## src/rtl/hot_addr_pkg.sv

```systemverilog
package hot_addr_pkg;

  localparam int HOT_ADDR_SIZE = 33;

  typedef logic [HOT_ADDR_SIZE-1:0] pfn_t;

  localparam pfn_t HOT_PFN_INVALID = '1;

  typedef enum logic [2:0] {
    DROP_NONE,
    DROP_INV,
    DROP_RANGE,
    DROP_DUP,
    DROP_FULL
  } drop_reason_t;

  function automatic logic [31:0] sat_inc(input logic [31:0] v);
    return (v == '1) ? v : v + 32'd1;
  endfunction

endpackage

```

## src/rtl/hot_addr_dup_filter.sv

```systemverilog
module hot_addr_dup_filter
  import hot_addr_pkg::*;
#(
  parameter int ADDR_SIZE = HOT_ADDR_SIZE,
  parameter int ENTRIES   = 8
) (
  input  logic                 clk,
  input  logic                 rst,
  input  logic                 clr,
  input  logic [ADDR_SIZE-1:0] lookup_addr,
  output logic                 hit,
  input  logic                 ins_en,
  input  logic [ADDR_SIZE-1:0] ins_addr
);

  localparam int PW = (ENTRIES > 1) ? $clog2(ENTRIES) : 1;

  logic [ADDR_SIZE-1:0] entry [ENTRIES];
  logic [ENTRIES-1:0]   valid;
  logic [PW-1:0]        wr_ptr;

  always_comb begin
    hit = 1'b0;
    for (int unsigned i = 0; i < ENTRIES; i++) begin
      if (valid[i] && (entry[i] == lookup_addr)) begin
        hit = 1'b1;
      end
    end
  end

  always_ff @(posedge clk or posedge rst) begin
    if (rst) begin
      valid  <= '0;
      wr_ptr <= '0;
      for (int unsigned i = 0; i < ENTRIES; i++) begin
        entry[i] <= '0;
      end
    end else if (clr) begin
      valid  <= '0;
      wr_ptr <= '0;
    end else if (ins_en) begin
      entry[wr_ptr] <= ins_addr;
      valid[wr_ptr] <= 1'b1;
      wr_ptr        <= wr_ptr + 1'b1;
    end
  end

endmodule

```

## src/rtl/hot_addr_ingress_queue.sv

```systemverilog
module hot_addr_ingress_queue
  import hot_addr_pkg::*;
#(
  parameter int ADDR_SIZE      = HOT_ADDR_SIZE,
  parameter int DEPTH          = 32,
  parameter int FILTER_ENTRIES = 8
) (
  input  logic                       axi4_mm_clk,
  input  logic                       axi4_mm_rst,
  input  logic                       trk_valid,
  input  logic [ADDR_SIZE-1:0]       trk_addr,
  input  logic [32:0]                csr_addr_lb,
  input  logic [32:0]                csr_addr_ub,
  input  logic                       csr_flush,
  output logic                       page_mig_addr_en,
  output logic [ADDR_SIZE-1:0]       page_mig_addr,
  input  logic                       page_mig_addr_ready,
  output logic [$clog2(DEPTH):0]     fill_level,
  output logic [31:0]                push_cnt,
  output logic [31:0]                drop_dup_cnt,
  output logic [31:0]                drop_range_cnt,
  output logic [31:0]                drop_full_cnt,
  output logic [31:0]                drop_inv_cnt
);

  localparam int AW = $clog2(DEPTH);
  localparam int CW = (ADDR_SIZE > 33) ? ADDR_SIZE : 33;

  logic                 s0_valid;
  logic [ADDR_SIZE-1:0] s0_addr;

  logic [ADDR_SIZE-1:0] mem [DEPTH];
  logic [AW-1:0]        wr_ptr;
  logic [AW-1:0]        rd_ptr;
  logic [AW:0]          count;

  logic                 pop;
  logic                 full;
  logic                 hit;
  logic                 s1_push;
  drop_reason_t         reason;

  logic [CW-1:0]        addr_ext;
  logic [CW-1:0]        lb_ext;
  logic [CW-1:0]        ub_ext;

  assign addr_ext = CW'(s0_addr);
  assign lb_ext   = CW'(csr_addr_lb);
  assign ub_ext   = CW'(csr_addr_ub);

  assign page_mig_addr_en = (count != '0);
  assign page_mig_addr    = mem[rd_ptr];
  assign fill_level       = count;
  assign pop              = page_mig_addr_en && page_mig_addr_ready;
  assign full             = (count == (AW+1)'(DEPTH));

  always_ff @(posedge axi4_mm_clk or posedge axi4_mm_rst) begin
    if (axi4_mm_rst) begin
      s0_valid <= 1'b0;
      s0_addr  <= '0;
    end else begin
      s0_valid <= trk_valid && !csr_flush;
      s0_addr  <= trk_addr;
    end
  end

  // The flush-cycle S1 word is neither pushed nor counted.
  always_comb begin
    reason  = DROP_NONE;
    s1_push = 1'b0;
    if (s0_valid && !csr_flush) begin
      if (s0_addr == '1) begin
        reason = DROP_INV;
      end else if ((addr_ext < lb_ext) || (addr_ext > ub_ext)) begin
        reason = DROP_RANGE;
      end else if (hit) begin
        reason = DROP_DUP;
      end else if (full && !pop) begin
        reason = DROP_FULL;
      end else begin
        s1_push = 1'b1;
      end
    end
  end

  hot_addr_dup_filter #(
    .ADDR_SIZE (ADDR_SIZE),
    .ENTRIES   (FILTER_ENTRIES)
  ) u_filter (
    .clk         (axi4_mm_clk),
    .rst         (axi4_mm_rst),
    .clr         (csr_flush),
    .lookup_addr (s0_addr),
    .hit         (hit),
    .ins_en      (s1_push),
    .ins_addr    (s0_addr)
  );

  always_ff @(posedge axi4_mm_clk or posedge axi4_mm_rst) begin
    if (axi4_mm_rst) begin
      wr_ptr <= '0;
      rd_ptr <= '0;
      count  <= '0;
      for (int unsigned i = 0; i < DEPTH; i++) begin
        mem[i] <= '0;
      end
    end else if (csr_flush) begin
      wr_ptr <= '0;
      rd_ptr <= '0;
      count  <= '0;
    end else begin
      if (s1_push) begin
        mem[wr_ptr] <= s0_addr;
        wr_ptr      <= wr_ptr + 1'b1;
      end
      if (pop) begin
        rd_ptr <= rd_ptr + 1'b1;
      end
      count <= count + {{AW{1'b0}}, s1_push} - {{AW{1'b0}}, pop};
    end
  end

  always_ff @(posedge axi4_mm_clk or posedge axi4_mm_rst) begin
    if (axi4_mm_rst) begin
      push_cnt       <= '0;
      drop_dup_cnt   <= '0;
      drop_range_cnt <= '0;
      drop_full_cnt  <= '0;
      drop_inv_cnt   <= '0;
    end else begin
      if (s1_push) begin
        push_cnt <= sat_inc(push_cnt);
      end
      unique case (reason)
        DROP_INV:   drop_inv_cnt   <= sat_inc(drop_inv_cnt);
        DROP_RANGE: drop_range_cnt <= sat_inc(drop_range_cnt);
        DROP_DUP:   drop_dup_cnt   <= sat_inc(drop_dup_cnt);
        DROP_FULL:  drop_full_cnt  <= sat_inc(drop_full_cnt);
        default:    ;
      endcase
    end
  end

endmodule

```

## config.mk

```make
export PLATFORM = sky130hd
export DESIGN_NAME = hot_addr_ingress_queue
export DESIGN_NICKNAME = d
export VERILOG_FILES = /design/src/rtl/hot_addr_pkg.sv /design/src/rtl/hot_addr_dup_filter.sv /design/src/rtl/hot_addr_ingress_queue.sv
export SDC_FILE = /design/constraint.sdc
export NUM_CORES = 2
export LEC_CHECK = 0
export CELL_PAD_IN_SITES_DETAIL_PLACEMENT = 0
export CELL_PAD_IN_SITES_GLOBAL_PLACEMENT = 1
export CORE_MARGIN = 2
export CORE_UTILIZATION = 33
export DETAILED_ROUTE_END_ITERATION = 10
export PLACE_DENSITY = 0.65
export SYNTH_ARGS = -nofsm -noshare
export SYNTH_HDL_FRONTEND = slang
export SYNTH_HIERARCHICAL = 1
export SYNTH_SLANG_ARGS = --single-unit
```

## constraint.sdc

```tcl
create_clock -name axi4_mm_clk -period 100 [get_ports axi4_mm_clk]
set_input_delay 20 -clock axi4_mm_clk [delete_from_list [all_inputs] [get_ports axi4_mm_clk]]
set_output_delay 20 -clock axi4_mm_clk [all_outputs]
set_load 0.01 [all_outputs]
```

Word level (Yosys, flattened, before mapping)
Cells that the tools add are included.
Word-level totals
  input bits: 104
  register bits after elaboration: 1541
Cells by class
  bitwise logic cells: 10
  eq/ne operators: 19
  reduce and logical (&&, ||, !) cells: 27
  mux-type cells: 38
  $add $sub $neg: 10
  magnitude comparators: 9
Operators with widths (number)
  1056-bit bitwise mux: 1
  264-bit bitwise mux: 1
  33-bit == test: 8
  33-bit binary-select mux with 5-bit select: 1
  33-bit demux with 5-bit select: 1
  32-bit by 1-bit adder with 32-bit output, second input constant: 5
  32-bit == test, second input constant: 5
  33-bit two-way mux: 4
  33-bit demux with 3-bit select: 1
  33-bit == test, second input constant: 1
  33-bit > comparator: 1
  33-bit less-than comparator: 1
  3-bit two-way mux: 7
  5-bit two-way mux: 4
  8-bit two-way mux: 2
  1-bit logical AND: 15
  1-bit two-way mux: 14
  6-bit greater-or-equal comparator, second input constant: 2
  5-bit NOT with 6-bit output: 2
  2-bit AND reduction: 6
  5-bit by 1-bit adder with 5-bit output, second input constant: 2
  8-bit bitwise OR: 1
  6-bit by 1-bit adder with 6-bit output: 1
  3-bit by 2-bit == test with 1-bit output, second input constant: 2
  18 further kinds: 25

Longest topological paths before layout
  depth after elaboration: 17
  gate-level depth with buffers: 18
  gate-level depth less buffers: 18

Hierarchy
Netlist, hierarchy kept.
Modules (own cells, without submodules)
  hot_addr_ingress_queue: instances 1, area each 59799.9 um^2, seq. area each 31680.4 um^2, cells each 3875
  hot_addr_dup_filter: instances 1, area each 13482.9 um^2, seq. area each 6881.6 um^2, cells each 999

Worst setup path after synthesis
OpenSTA, ideal clock, no wires.
  kind: in2reg
  from: input port csr_addr_ub[14]
  to: register u_filter/entry[41] in the netlist's numbering
  buffers on the path: 4
  setup slack: 76468 ps
  stages on the path: 17
  data required time: 99875 ps
  arrival time: 23407 ps
  cells stage by stage: inv_1 > ha_1 > a21o_1 > a21o_1 > a221o_1 > o211ai_2 > nand3_2 > a21o_1 > or4_4 > clkinv_2 > buf_6 > buf_6 > nor3b_4 > and3_1 > buf_4 > buf_6 > mux2_2
On the way
  longest elaborated chain between the ends: 6
Ends and longest elaborated chain
  start, declared: RTL line hot_addr_ingress_queue.sv:13  | input logic [32:0] csr_addr_ub,
  33-bit > comparator: RTL line hot_addr_ingress_queue.sv:74  | end else if ((addr_ext < lb_ext) || (addr_ext > ub_ext)) begin
  1-bit logical OR: RTL line hot_addr_ingress_queue.sv:74
  1-bit two-way mux: RTL line hot_addr_ingress_queue.sv:74
  1-bit two-way mux: RTL line hot_addr_ingress_queue.sv:72  | if (s0_addr == '1) begin
  1-bit two-way mux: RTL line hot_addr_ingress_queue.sv:71  | if (s0_valid && !csr_flush) begin
  via s1_push: RTL line hot_addr_ingress_queue.sv:40  | logic s1_push;
  2-bit AND reduction (no line)
  end signal, assigned by index: RTL line hot_addr_dup_filter.sv:42  | entry[wr_ptr] <= ins_addr;
  end, declared: RTL line hot_addr_dup_filter.sv:18  | logic [ADDR_SIZE-1:0] entry [ENTRIES];
The timed path passes the listed nets, and every way through them passes these cells.
A chain may end at the register's enable or synchronous reset.

Worst setup path in the final report
  from: register rd_ptr[1]
  to: output port page_mig_addr[18]
On the way
  longest elaborated chain between the ends: 4
Ends and longest elaborated chain
  start, declared: RTL line hot_addr_ingress_queue.sv:34  | logic [AW-1:0] rd_ptr;
  start signal, assigned: RTL line hot_addr_ingress_queue.sv:117  | rd_ptr <= rd_ptr + 1'b1;
  5-bit NOT with 6-bit output (not written as such): RTL line hot_addr_ingress_queue.sv:52  | assign page_mig_addr = mem[rd_ptr];
  33-bit binary-select mux with 5-bit select: RTL line hot_addr_ingress_queue.sv:52
  33-bit two-way mux (not written as such) (2 in a row): RTL line hot_addr_ingress_queue.sv:52
  end, declared: RTL line hot_addr_ingress_queue.sv:16  | output logic [ADDR_SIZE-1:0] page_mig_addr,
No other way between the ends. The select of a mux whose other input is x is not followed.

==> results.md <==
* Power per cell area at 17.7 mW/mm^2
* Sequential-to-total area share from yosys stat at 52.6%
* # resized after CTS at 0
* Startpoint Class: flop
* Largest stage delay, worst path at 0.87 ns
* Max-cap viol count at 0
* CP bufs+invs at 4
* R2r startpoint: addr_ext[3]
* Run status: finished clean
* Post-route cell area at 0.0846 sq mm
* Headroom to the max-slew limit at 12.9%
* Mean post-synth cell area at 15.0 sq um
* Final Max Slew Viols at 0
* Ys Warns at 6
* CP Class: flop to output port
* Antenna violations before repair at 14
* Die area at 0.226 sq mm
* Leak at 40.2 nW
* Drt via density at 5.07
* Final clock skew at 0.0469 ns
* Biggest area consumer among synthesized cells: dfrtp_1
* Top cell by count, worst path: buf_4
* Worst Setup SP: rd_ptr[1]
* Final Wtd Congestion at 0.745
* CTS tree: yes
* Fin. Hold Viols at 0
* Unrepaired setup endpoints after global routing: no
* Cts bufs inserted at 170
* FF-to-FF path depth at 13
* Top-area cell type share of the netlist area at 52.6%
* Die width at 475 microns
* CP Max Fanout at 56
* Ys async rst share at 100%
* Synth area leaders: dfrtp_1, mux2_2, mux4_2
* Distinct cells, synth at 67
* Final nets at 5270
* Clock sinks at 1541
* Die Ht at 475 microns
* CP max stage cell: dfrtp_4
* Hold WS at 0.482 ns
* Mapped Cells at 4874
* GRT overflow at 0
* FILL cells at 20600
* Std-Cell Rows at 172
* Setup_tns at 0 ns
* Setup ws final at 73.84 ns
* First-pass GRT wire length at 303000 microns
* Hpwl dp at 118000 microns
* Critical path endpoint category: output port
* Clk_lat worst skew at 0.82 ns
* H-Tree Depth at 4
* Clock slew at reported path FFs at 0.06 ns
* Vias at 41500
* Residual DRC at 0
* Layout area overhead at 15.5%
* Final worst path period share at 26.2%
* Clk root buf: clkbuf_16
* Data arrival time of the worst path at 6.16 ns
* VDD IR-drop max at 16.8 uV
* Gr usage total at 17.9%
* Worst min-delay path class: flop to flop
* Number of synthesized flops with an enable pin at 0
* Io pins at 304
* Clk buf depth at 3
* Layout cell share with drive strength beyond 1 at 39.2%
* Initial Utilization at 33.3%
* Number of nets with antenna violations after routing at 0
* Final setup fails at 0
* Number of global-route vias before repair at 44500
* Syn nets at 5064
* Final min period at 26.16 ns
* Routed WL at 200000 microns
* Flops & latches, synth at 1541
* Synth top cells by count: dfrtp_1, mux2_2, mux4_2
* CP Data Required Time at 80.00 ns
* Max Fclk at 38.2 MHz
* Hold Path Origin: mem[594]
* Crit path cell chain: buf_4 -> buf_4 -> buf_4 -> mux4_2 -> mux4_2 -> mux2_2 -> clkdlybuf4s50_1
* Hold buffer count at CTS at 0
* Most common cell in the netlist: dfrtp_1
* Initial drt markers at 2507
* Routed len/inst at 24.5 microns
* Port bufs at 303
* Worst slew pin tran at 1.29 ns
* DP Worst Slack at 73.57 ns
* Family with the most delay on the worst path: buffers and inverters
* Largest net degree at the start of global routing at 167
* DR pass1 iterations at 5
* Hold Path Depth at 2
* Placed Instance Area at 0.0788 sq mm
* Top FF cell, synth: dfrtp_1
* Core area at 0.220 sq mm
* Syn Std Cell Area at 0.0733 sq mm
* Post-CTS setup buffers at 0
* Number of cells on the critical path at 7
## stage by stage
stage,power (mW),utilization [%],std cells
final,1.50,38.4,8186
after global routing,1.57,38.4,8180
after CTS,1.53,38.4,8179
after detailed placement,0.875,35.8,7866
after global placement,0.874,35.8,7866
after floorplan,0.795,-,4874
## final timing paths
kind	to	slack, ns
worst max-delay path	page_mig_addr[18]	73.84
worst min-delay path	mem[594]	0.48
worst max register to register	u_filter/entry[175]	93.10
worst min register to register	mem[594]	0.48
max in group asynchronous	mem[272]	76.01
min in group asynchronous	addr_ext[19]	19.86
## cell families (layout without fill, tap and decap cells)
logic type | after synthesis | count (layout) | share of synthesized area, %
adders and majority gates | 86 | 86 | 1.48
xor gates and xnor gates | 427 | 427 | 5.10
DFF | 1541 | 1541 | 52.6
and+or+nand+nor | 571 | 571 | 4.52
buffers and inverters | 472 | 819 | 3.33
other | 0 | 7 | 0
AOI/OAI and AO/OA | 109 | 109 | 0.931
muxes | 1668 | 1668 | 32.0
## state kept, by name, summed over array words and instances, names as in the netlist
name	count
rd_ptr	5
u_filter/wr_ptr	3
push_cnt	32
mem	1056
drop_inv_cnt	32
u_filter/entry	264
fill_level	6
drop_range_cnt	32
u_filter/valid	8
wr_ptr	5
addr_ext	33
drop_dup_cnt	32
drop_full_cnt	32
s0_valid	1
## layout make-up
class | count | area [sq um] | area share [%]
antenna | 7 | 17.5 | 0.0207
inverter | 98 | 384 | 0.454
multi-input combinational | 2861 | 32300 | 38.2
timing repair buffer | 408 | 3840 | 4.54
sequential | 1541 | 38600 | 45.6
clock inverter | 63 | 768 | 0.908
tap | 2958 | 3700 | 4.37
clock buffer | 250 | 5000 | 5.90
## power breakdown
part,internal (mW),total [mW],switching (mW)
clock network,0.373,0.644,0.271
logic,0.0927,0.202,0.109
registers,0.638,0.656,0.0174
## cells in the final DEF (no fill, tap or decap), types with 36 or more instances in the layout
master and instances:
xor2_1 171, mux2_2 992, inv_1 94, clkbuf_8 42
mux2_4 256, dfrtp_1 1504, mux2_1 87, mux4_2 330
nand2_1 115, nand3_1 66, clkdlybuf4s50_1 302, ha_1 85
xnor2_1 256, buf_4 103, nor4_1 45, clkbuf_1 37
clkbuf_16 171, nor2_1 62, o21ai_0 36, nand4_1 104
and3_1 58
## worst min-delay path, stage by stage (launching register included)
cell and delay (ns):
dfrtp_1 0.34, nand2_1 0.04, o21ai_0 0.06
## layer usage
metal	track usage, %	share of wire [%]	vias to the layer above
met1	24.9	47	22400
met4	3.67	1.8	12
met2	28.9	47	732
met5	0	0.035	-
met3	3.55	4.6	232
li1	-	-	18100
No activity file was read; power rests on OpenSTA's default activity.
